## config.mk

```make
export PLATFORM = sky130hd
export DESIGN_NAME = led_scroll_engine
export DESIGN_NICKNAME = d
export VERILOG_FILES = /design/src/rtl/led_scroll_engine.sv
export SDC_FILE = /design/constraint.sdc
export NUM_CORES = 1
export LEC_CHECK = 0
export CELL_PAD_IN_SITES_DETAIL_PLACEMENT = 1
export CELL_PAD_IN_SITES_GLOBAL_PLACEMENT = 1
export CORE_MARGIN = 2
export CORE_UTILIZATION = 35
export CTS_BUF_LIST = sky130_fd_sc_hd__clkbuf_4 sky130_fd_sc_hd__clkbuf_8
export DETAILED_ROUTE_END_ITERATION = 10
export PLACE_DENSITY_LB_ADDON = 0.1
export SYNTH_ARGS = -nofsm -noshare
export SYNTH_HDL_FRONTEND = slang
export SYNTH_SLANG_ARGS = --single-unit
```

## constraint.sdc

```tcl
create_clock -name clk -period 4 [get_ports clk]
set_input_delay 0.4 -clock clk [delete_from_list [all_inputs] [get_ports clk]]
set_output_delay 0.4 -clock clk [all_outputs]
set_load 0.05 [all_outputs]
```

## src/rtl/led_scroll_engine.sv

```systemverilog
// LED scroller: free-running chase pattern, or a message frame stream
// rotated per index, gated by a brightness PWM and advanced on a step tick.
module led_scroll_engine #(
    parameter int                CLK_FREQ   = 48_000_000,
    parameter int                STEP_HZ    = 30,
    parameter int                N_LEDS     = 8,
    parameter int                MSG_DEPTH  = 64,
    parameter int                PWM_BITS   = 4,
    parameter logic [N_LEDS-1:0] CHASE_INIT = 'h5,
    localparam int               AW         = $clog2(MSG_DEPTH),
    localparam int               LW         = $clog2(MSG_DEPTH + 1)
) (
    input  logic                clk,
    input  logic                rst_n,
    input  logic                unlocked,
    input  logic [PWM_BITS-1:0] duty,
    input  logic [LW-1:0]       msg_len,
    input  logic                wr_en,
    input  logic [AW-1:0]       wr_addr,
    input  logic [N_LEDS-1:0]   wr_data,
    output logic [N_LEDS-1:0]   leds,
    output logic                step,
    output logic                msg_wrap
);

    localparam int TICK_DIV = CLK_FREQ / STEP_HZ;
    localparam int TW       = $clog2(TICK_DIV);
    localparam int P        = (1 << PWM_BITS) - 1;

    logic [TW-1:0]       tick_cnt;
    logic [PWM_BITS-1:0] pwm_cnt;
    logic [N_LEDS-1:0]   pattern;
    logic [N_LEDS-1:0]   frame;
    logic [AW-1:0]       idx;
    logic                unl_q;
    logic [N_LEDS-1:0]   mem [MSG_DEPTH];

    logic                tick_last;
    logic                pwm_last;
    logic                pwm_on;
    logic                entry;
    logic                len_zero;
    logic                idx_last;
    logic [LW-1:0]       eff_len;
    logic [LW:0]         idx_inc;
    logic [N_LEDS-1:0]   rd_data;

    function automatic logic [N_LEDS-1:0] rotl(input logic [N_LEDS-1:0] x, input int r);
        logic [2*N_LEDS-1:0] d;
        d = {x, x} << r;
        return d[2*N_LEDS-1:N_LEDS];
    endfunction

    assign tick_last = (tick_cnt == TW'(TICK_DIV - 1));
    assign pwm_last  = (pwm_cnt == PWM_BITS'(P - 1));
    assign pwm_on    = (pwm_cnt < duty);
    assign entry     = unlocked & ~unl_q;

    // Lengths beyond the memory are clamped so idx never leaves the array.
    assign eff_len  = (msg_len > LW'(MSG_DEPTH)) ? LW'(MSG_DEPTH) : msg_len;
    assign len_zero = (eff_len == '0);
    assign idx_inc  = (LW + 1)'(idx) + (LW + 1)'(1);
    // ">=" rather than "==" so a length shrunk below idx still wraps.
    assign idx_last = (idx_inc >= {1'b0, eff_len});
    assign rd_data  = mem[idx];

    assign msg_wrap = step & unlocked & ~len_zero & idx_last;

    always_ff @(posedge clk or negedge rst_n) begin
        if (!rst_n) begin
            tick_cnt <= '0;
            step     <= 1'b0;
            pwm_cnt  <= '0;
        end else begin
            tick_cnt <= tick_last ? '0 : tick_cnt + 1'b1;
            step     <= tick_last;
            pwm_cnt  <= pwm_last ? '0 : pwm_cnt + 1'b1;
        end
    end

    always_ff @(posedge clk or negedge rst_n) begin
        if (!rst_n) begin
            pattern <= CHASE_INIT;
            frame   <= '0;
            idx     <= '0;
            unl_q   <= 1'b0;
            leds    <= '0;
        end else begin
            unl_q <= unlocked;
            if (step)
                pattern <= {pattern[N_LEDS-2:0], pattern[N_LEDS-1]};
            // Mode entry restarts the message even if a step lands on the same edge.
            if (entry) begin
                idx   <= '0;
                frame <= '0;
            end else if (step && unlocked) begin
                if (len_zero) begin
                    idx   <= '0;
                    frame <= '0;
                end else begin
                    frame <= rotl(rd_data, int'(idx) % N_LEDS);
                    idx   <= idx_last ? '0 : idx + 1'b1;
                end
            end
            leds <= (unlocked ? frame : pattern) & {N_LEDS{pwm_on}};
        end
    end

    // No reset on the message store; a same-edge read sees the old word.
    always_ff @(posedge clk) begin
        if (wr_en)
            mem[wr_addr] <= wr_data;
    end

endmodule
```

==> results.json, run 1 <==
{
  "routed_wl_mm": 61.2,
  "initial_utilization": 0.353,
  "yosys_most_used_dff": "edfxtp_1",
  "synthCells": 1247,
  "io_pins": 39,
  "grt_max_degree": 65,
  "layout_commonest_cell": "edfxtp_1",
  "clk_pin_slew_ps": 70,
  "die_y_um": 261,
  "grt_setup_unrepaired": "false",
  "status": "finished clean",
  "drt_first_pass_iters": 4,
  "cp.arrival_ps": 3330,
  "final_nets": 1470,
  "ys_top_cells_by_area": "edfxtp_1, mux4_2, dfrtp_1",
  "fin_worst_skew_ps": 42.5,
  "synthToLayoutAreaGrowth_pct": 16.4,
  "ys_async_sr_fraction": 0.100,
  "cp_common_cell": "a21o_1",
  "hpwl_mm": 39.8,
  "synth_fp_nets": 1288,
  "drc": 0,
  "worst_pin_slew_ps": 1120,
  "dieArea_um2": 68200,
  "synth_area_um2": 23100,
  "post_route_cells_drive_above_1_share": 0.265,
  "holdWs_ps": 138,
  "final.setup.worst_slack_ps": 271,
  "hold_class": "in -> async",
  "ys.warnings.count": 0,
  "cts_tree": "yes",
  "layout_common_cells": "edfxtp_1, buf_4, clkbuf_8",
  "fin_util": 0.410,
  "critPathMaxFanout": 14,
  "insertion_delay_ps": 720,
  "place_ws_ps": 605,
  "slew_headroom": 0.252,
  "die_w_um": 261,
  "ant_nets": 0,
  "leakagePower_nw": 8.87,
  "final_max_slew_viol_count": 0,
  "rows": 94,
  "cts_made_buffers": 98,
  "fmax_ghz": 0.268,
  "viasPerCell": 5.19,
  "ys_types": 63,
  "peakVddDrop_mv": 0.261,
  "finalHoldViolCount": 0,
  "grt_antenna_before_repair": 1,
  "slowest_stage": "dfrtp_4",
  "synth_edf_count": 512,
  "path_cells": "ha_1, xor2_1, ha_1, a21o_1, a21o_1, a21o_1, a21o_1, a21oi_2, nor2b_1, buf_4",
  "vias": 12300,
  "cts_sinks": 569,
  "place_congestion": 0.800,
  "finalSetupViolCount": 0,
  "gr-usage-all-layers": 0.183,
  "critPathRequiredTime_ps": 3600,
  "fin_setup_tns_ps": 0,
  "synth_top_cell_by_area": "edfxtp_1",
  "r2r_end": "frame[2]",
  "startpoint_type": "flip-flop",
  "grt-ovfl-total": 0,
  "crit_type": "reg -> out",
  "synth_top_area_share": 0.664,
  "rrSetupSlack_ps": 480,
  "port_buffers": 38,
  "htree_levels": 3,
  "grt_pass1_wl_mm": 90.2,
  "synth-seq-cells": 569,
  "end_kind": "output port",
  "fin_area_um2": 26900,
  "reg2regPathDepth": 10,
  "first_iter_violations": 824,
  "period_minus_slack_ps": 3730,
  "post-route-period-util": 0.932,
  "power_density_nw_per_um2": 442,
  "r2r-start": "idx[0]",
  "grt_pass1_vias": 13400,
  "wl_per_cell_um": 25.9,
  "synth.avg_cell_area_um2": 18.6,
  "cts_buffer_depth": 3,
  "max_cap_violations": 0,
  "core-area_um2": 65600,
  "cts.root.buffer_cell": "clkbuf_8",
  "critPathMaxStageDelay_ps": 630,
  "placed_area_um2": 25000,
  "seq_area_frac_synth": 0.726
}
## where the power goes
group          internal (mW)  switching, mW  total (mW)
clock network           2.76           2.39        5.15
logic                 0.0585          0.179       0.237
registers               6.52        0.00808        6.53
## cell usage after synthesis, types with 3 or more instances
master     instances
and2_1             9
o21ai_1            5
mux2i_1           46
dfrtp_1           55
o22ai_1           11
o21ai_0           11
buf_2             16
o211ai_1           7
and3_1             4
o31ai_1            3
nand2b_1          10
ha_1              12
buf_12             3
o22a_1             3
nor3_1             8
a22o_1             7
nand3_1           30
xnor2_1            9
nand4_1            5
a221oi_1           5
clkbuf_1          32
buf_6              8
nand2_1           66
o2111ai_1          5
inv_1             15
edfxtp_1         512
a21oi_1           15
a31oi_1            7
mux4_2            99
mux4_1            21
nor2_1            96
a32o_1             3
o221ai_1          22
a21o_1             5
nor2b_1           12
xor2_1            13
mux2_2             8
buf_8              4
a22oi_1           10
## worst max-delay path, delay by kind of cell, from the launching register on
kind	cells	cell delay, ps
simple gates	1	90
flops	1	630
compound gates	5	930
buf+inv	1	190
xor+xnor	1	250
fa+ha+maj	2	560
## area by class of cell
type                       count  area, um^2
tap                          864        1080
clock inverter                33         206
clock buffer                 140        1680
multi-input combinational    597        5850
timing repair buffer         147        1240
antenna                        1        2.50
sequential                   569       16800
inverter                      16        60.1
fill                        6423       38700
## routing by layer
layer,global-route usage,routed length [um]
met1,0.245,27500
met4,0.0557,1390
met5,0,0
met3,0.0418,2630
met2,0.300,29700
## flip-flops by register name, indices dropped and copies added, names as in the netlist
name and flops:
pwm_cnt 4, idx 6, step 1, unl_q 1, tick_cnt 21, frame 8
leds 8, pattern 8, mem 512
## timing repair
| item | 4_1_cts | 5_1_grt |
|---|---|---|
| buffers inserted | 3 | 0 |
| pin swaps | 0 | 0 |
| hold buffers | 1 | 0 |
| setup endpoints to repair | 1 | 1 |
| gates resized for setup | 0 | 1 |
| endpoints found under the hold margin | 14 | 0 |
## stage by stage
| step | instances | total power, mW |
|---|---|---|
| 6_report | 2367 | 11.9 |
| 4_1_cts | 2366 | 12.1 |
| 3_3_place_gp | 2189 | 6.89 |
| 5_1_grt | 2367 | 12.4 |
| 2_1_floorplan | 1247 | 6.71 |
| 3_5_place_dp | 2189 | 6.90 |
## how the worst max path moves through the flow
stage,startpoint,endpoint,slack [ps]
2_1_floorplan,idx[0],msg_wrap,470
3_3_place_gp,msg_len[0],msg_wrap,640
3_5_place_dp,idx[0],frame[2],610
4_1_cts,idx[1],msg_wrap,50
5_1_grt,idx[1],msg_wrap,60
6_report,idx[1],msg_wrap,270
## cell families (layout without fill, tap and decap cells)
logic type,Yosys count,after routing,synth area share
xor+xnor,22,22,0.00833
compound gates,136,136,0.0440
simple gates,252,252,0.0491
fa+ha+maj,12,12,0.00649
other cells,0,1,0
buf+inv,81,336,0.0210
mux,175,175,0.145
flops,569,569,0.726
Note: power is estimated with default switching activity, not from simulation.
==> inputs of run 2 (changes only) <==
--- a/config.mk
+++ b/config.mk
@@ -11,6 +11,7 @@
 export CORE_UTILIZATION = 35
 export CTS_BUF_LIST = sky130_fd_sc_hd__clkbuf_4 sky130_fd_sc_hd__clkbuf_8
 export DETAILED_ROUTE_END_ITERATION = 10
+export DONT_BUFFER_PORTS = 1
 export PLACE_DENSITY_LB_ADDON = 0.1
 export SYNTH_ARGS = -nofsm -noshare
 export SYNTH_HDL_FRONTEND = slang
==> results.json, run 2 (synthesized netlist as in run 1, its figures left out) <==
{
  "status": "finished clean",
  "drc": 0,
  "finalHoldViolCount": 0,
  "largest_register_ffs": 512,
  "largest-register": "mem",
  "critPathMaxStageDelay_ps": 590,
  "grt_antenna_before_repair": 2,
  "hold_path_end": "mem[60][5]",
  "grt_max_degree": 65,
  "rrSetupSlack_ps": 600,
  "end_kind": "output port",
  "final_nets": 1377,
  "final_max_slew_viol_count": 0,
  "critPathMaxFanout": 10,
  "wl_per_cell_um": 26.6,
  "reg2regPathDepth": 11,
  "drt_first_pass_iters": 4,
  "vias": 12000,
  "period_minus_slack_ps": 3790,
  "io_pins": 39,
  "leakagePower_nw": 8.51,
  "worstHoldStart": "wr_data[5]",
  "insertion_delay_ps": 710,
  "rows": 94,
  "worst_pin_slew_ps": 1030,
  "place_congestion": 0.763,
  "first_iter_violations": 729,
  "cts_buffer_depth": 3,
  "biggestRegsByFlops": "mem (512), tick_cnt (21)",
  "dieArea_um2": 68200,
  "core-area_um2": 65600,
  "hpwl_mm": 37.6,
  "peakVddDrop_mv": 0.288,
  "gr-usage-all-layers": 0.182,
  "post-route-period-util": 0.948,
  "port_buffers": 0,
  "crit_type": "reg -> out",
  "viasPerCell": 5.26,
  "die_w_um": 261,
  "critPathRequiredTime_ps": 3600,
  "routed_wl_mm": 60.6,
  "clk_pin_slew_ps": 60,
  "finalSetupViolCount": 0,
  "fin_worst_skew_ps": 39.1,
  "grt_pass1_vias": 13100,
  "htree_levels": 3,
  "initial_utilization": 0.353,
  "cp.arrival_ps": 3390,
  "fillers": 6363,
  "layout_commonest_cell": "edfxtp_1",
  "synthToLayoutAreaGrowth_pct": 14.0,
  "cp_common_cell": "a21o_1",
  "max_cap_violations": 0,
  "cts.root.buffer_cell": "clkbuf_8",
  "slowest_stage": "dfrtp_4",
  "slew_headroom": 0.311,
  "post_route_cells_drive_above_1_share": 0.233,
  "startpoint_type": "flip-flop",
  "fmax_ghz": 0.264,
  "layout_common_cells": "edfxtp_1, mux4_2, clkbuf_8",
  "cts_made_buffers": 97,
  "die_y_um": 261,
  "grt-ovfl-total": 0,
  "r2r_end": "frame[0]",
  "grt_setup_unrepaired": "false",
  "ant_nets": 0,
  "holdWs_ps": 74.9,
  "cts_tree": "yes",
  "path_cells": "ha_1, ha_1, a21o_1, a21o_1, a21o_1, a21o_1, a21o_1, a21oi_2, nor2b_1, buf_4",
  "r2r-start": "idx[1]",
  "grt_pass1_wl_mm": 89.3,
  "fin_setup_tns_ps": 0,
  "worstHoldPathCells": 1,
  "hold_class": "in -> reg",
  "cts_sinks": 569,
  "power_density_nw_per_um2": 453
}
-- run 2: cell types whose count changed in the layout (fill, tap and decap cells not counted), sizes merged --
cell           change
clkinvlp           -2
dlygate4sd3        +3
clkbuf             -4
clkdlybuf4s50     -28
diode              +3
bufinv             +2
clkinv             +3
buf               -67
-- run 2: final cells by class --
class	instances	area [um^2]	area share
clock buffers	136	1630	0.0620
well taps	864	1080	0.0410
flip-flops and latches	569	16800	0.638
clock inverters	36	254	0.00963
inverters	16	60.1	0.00228
repair buffers	55	666	0.0252
diodes	4	10.0	0.000380
multi-input cells	597	5850	0.222
-- run 2: where the power goes --
| group | switching [mW] | total [mW] | internal, mW |
|---|---|---|---|
| Sequential | 0.00805 | 6.53 | 6.52 |
| Combinational | 0.160 | 0.216 | 0.0559 |
| Clock | 2.38 | 5.20 | 2.83 |
| Total | 2.54 | 11.9 | 9.40 |
-- run 2: timing repair --
item,in CTS,in global routing
hold buffers,13,0
endpoints found under the setup margin,1,1
resized for setup,1,0
buffers inserted,0,2
hold endpoints to repair,581,0
-- run 2: through the flow --
stage	utilization	power, mW	setup slack [ps]	area (um^2)	cells
after global placement	0.368	6.73	700	24200	2086
after detailed placement	0.368	6.73	666	24200	2086
after global routing	0.402	12.4	21.2	26400	2277
after floorplan	-	6.71	467	23100	1247
final	0.402	11.9	207	26400	2277
after CTS	0.401	12.1	78.4	26300	2271
-- run 2: how the worst max path moves through the flow --
stage / from / endpoint / slack [ps]
after floorplan: idx[0] / msg_wrap / 470
after global placement: idx[0] / frame[6] / 700
after detailed placement: idx[0] / frame[6] / 670
after CTS: idx[1] / msg_wrap / 80
after global routing: idx[0] / msg_wrap / 20
final: idx[0] / msg_wrap / 210
-- run 2: routing by layer --
layer / track usage / vias up / wire, um
met5: 0 / - / 0
met4: 0.0674 / 0 / 1950
met3: 0.0411 / 117 / 2760
met2: 0.291 / 267 / 28600
met1: 0.243 / 6358 / 27300
li1: - / 5243 / -
-- run 2: worst max-delay path: cells and delay by family (launching register included) --
family | cells | cell delay (ps)
flops | 1 | 590
simple gates | 1 | 90
compound gates | 6 | 1190
fa+ha+maj | 2 | 630
buf+inv | 1 | 200
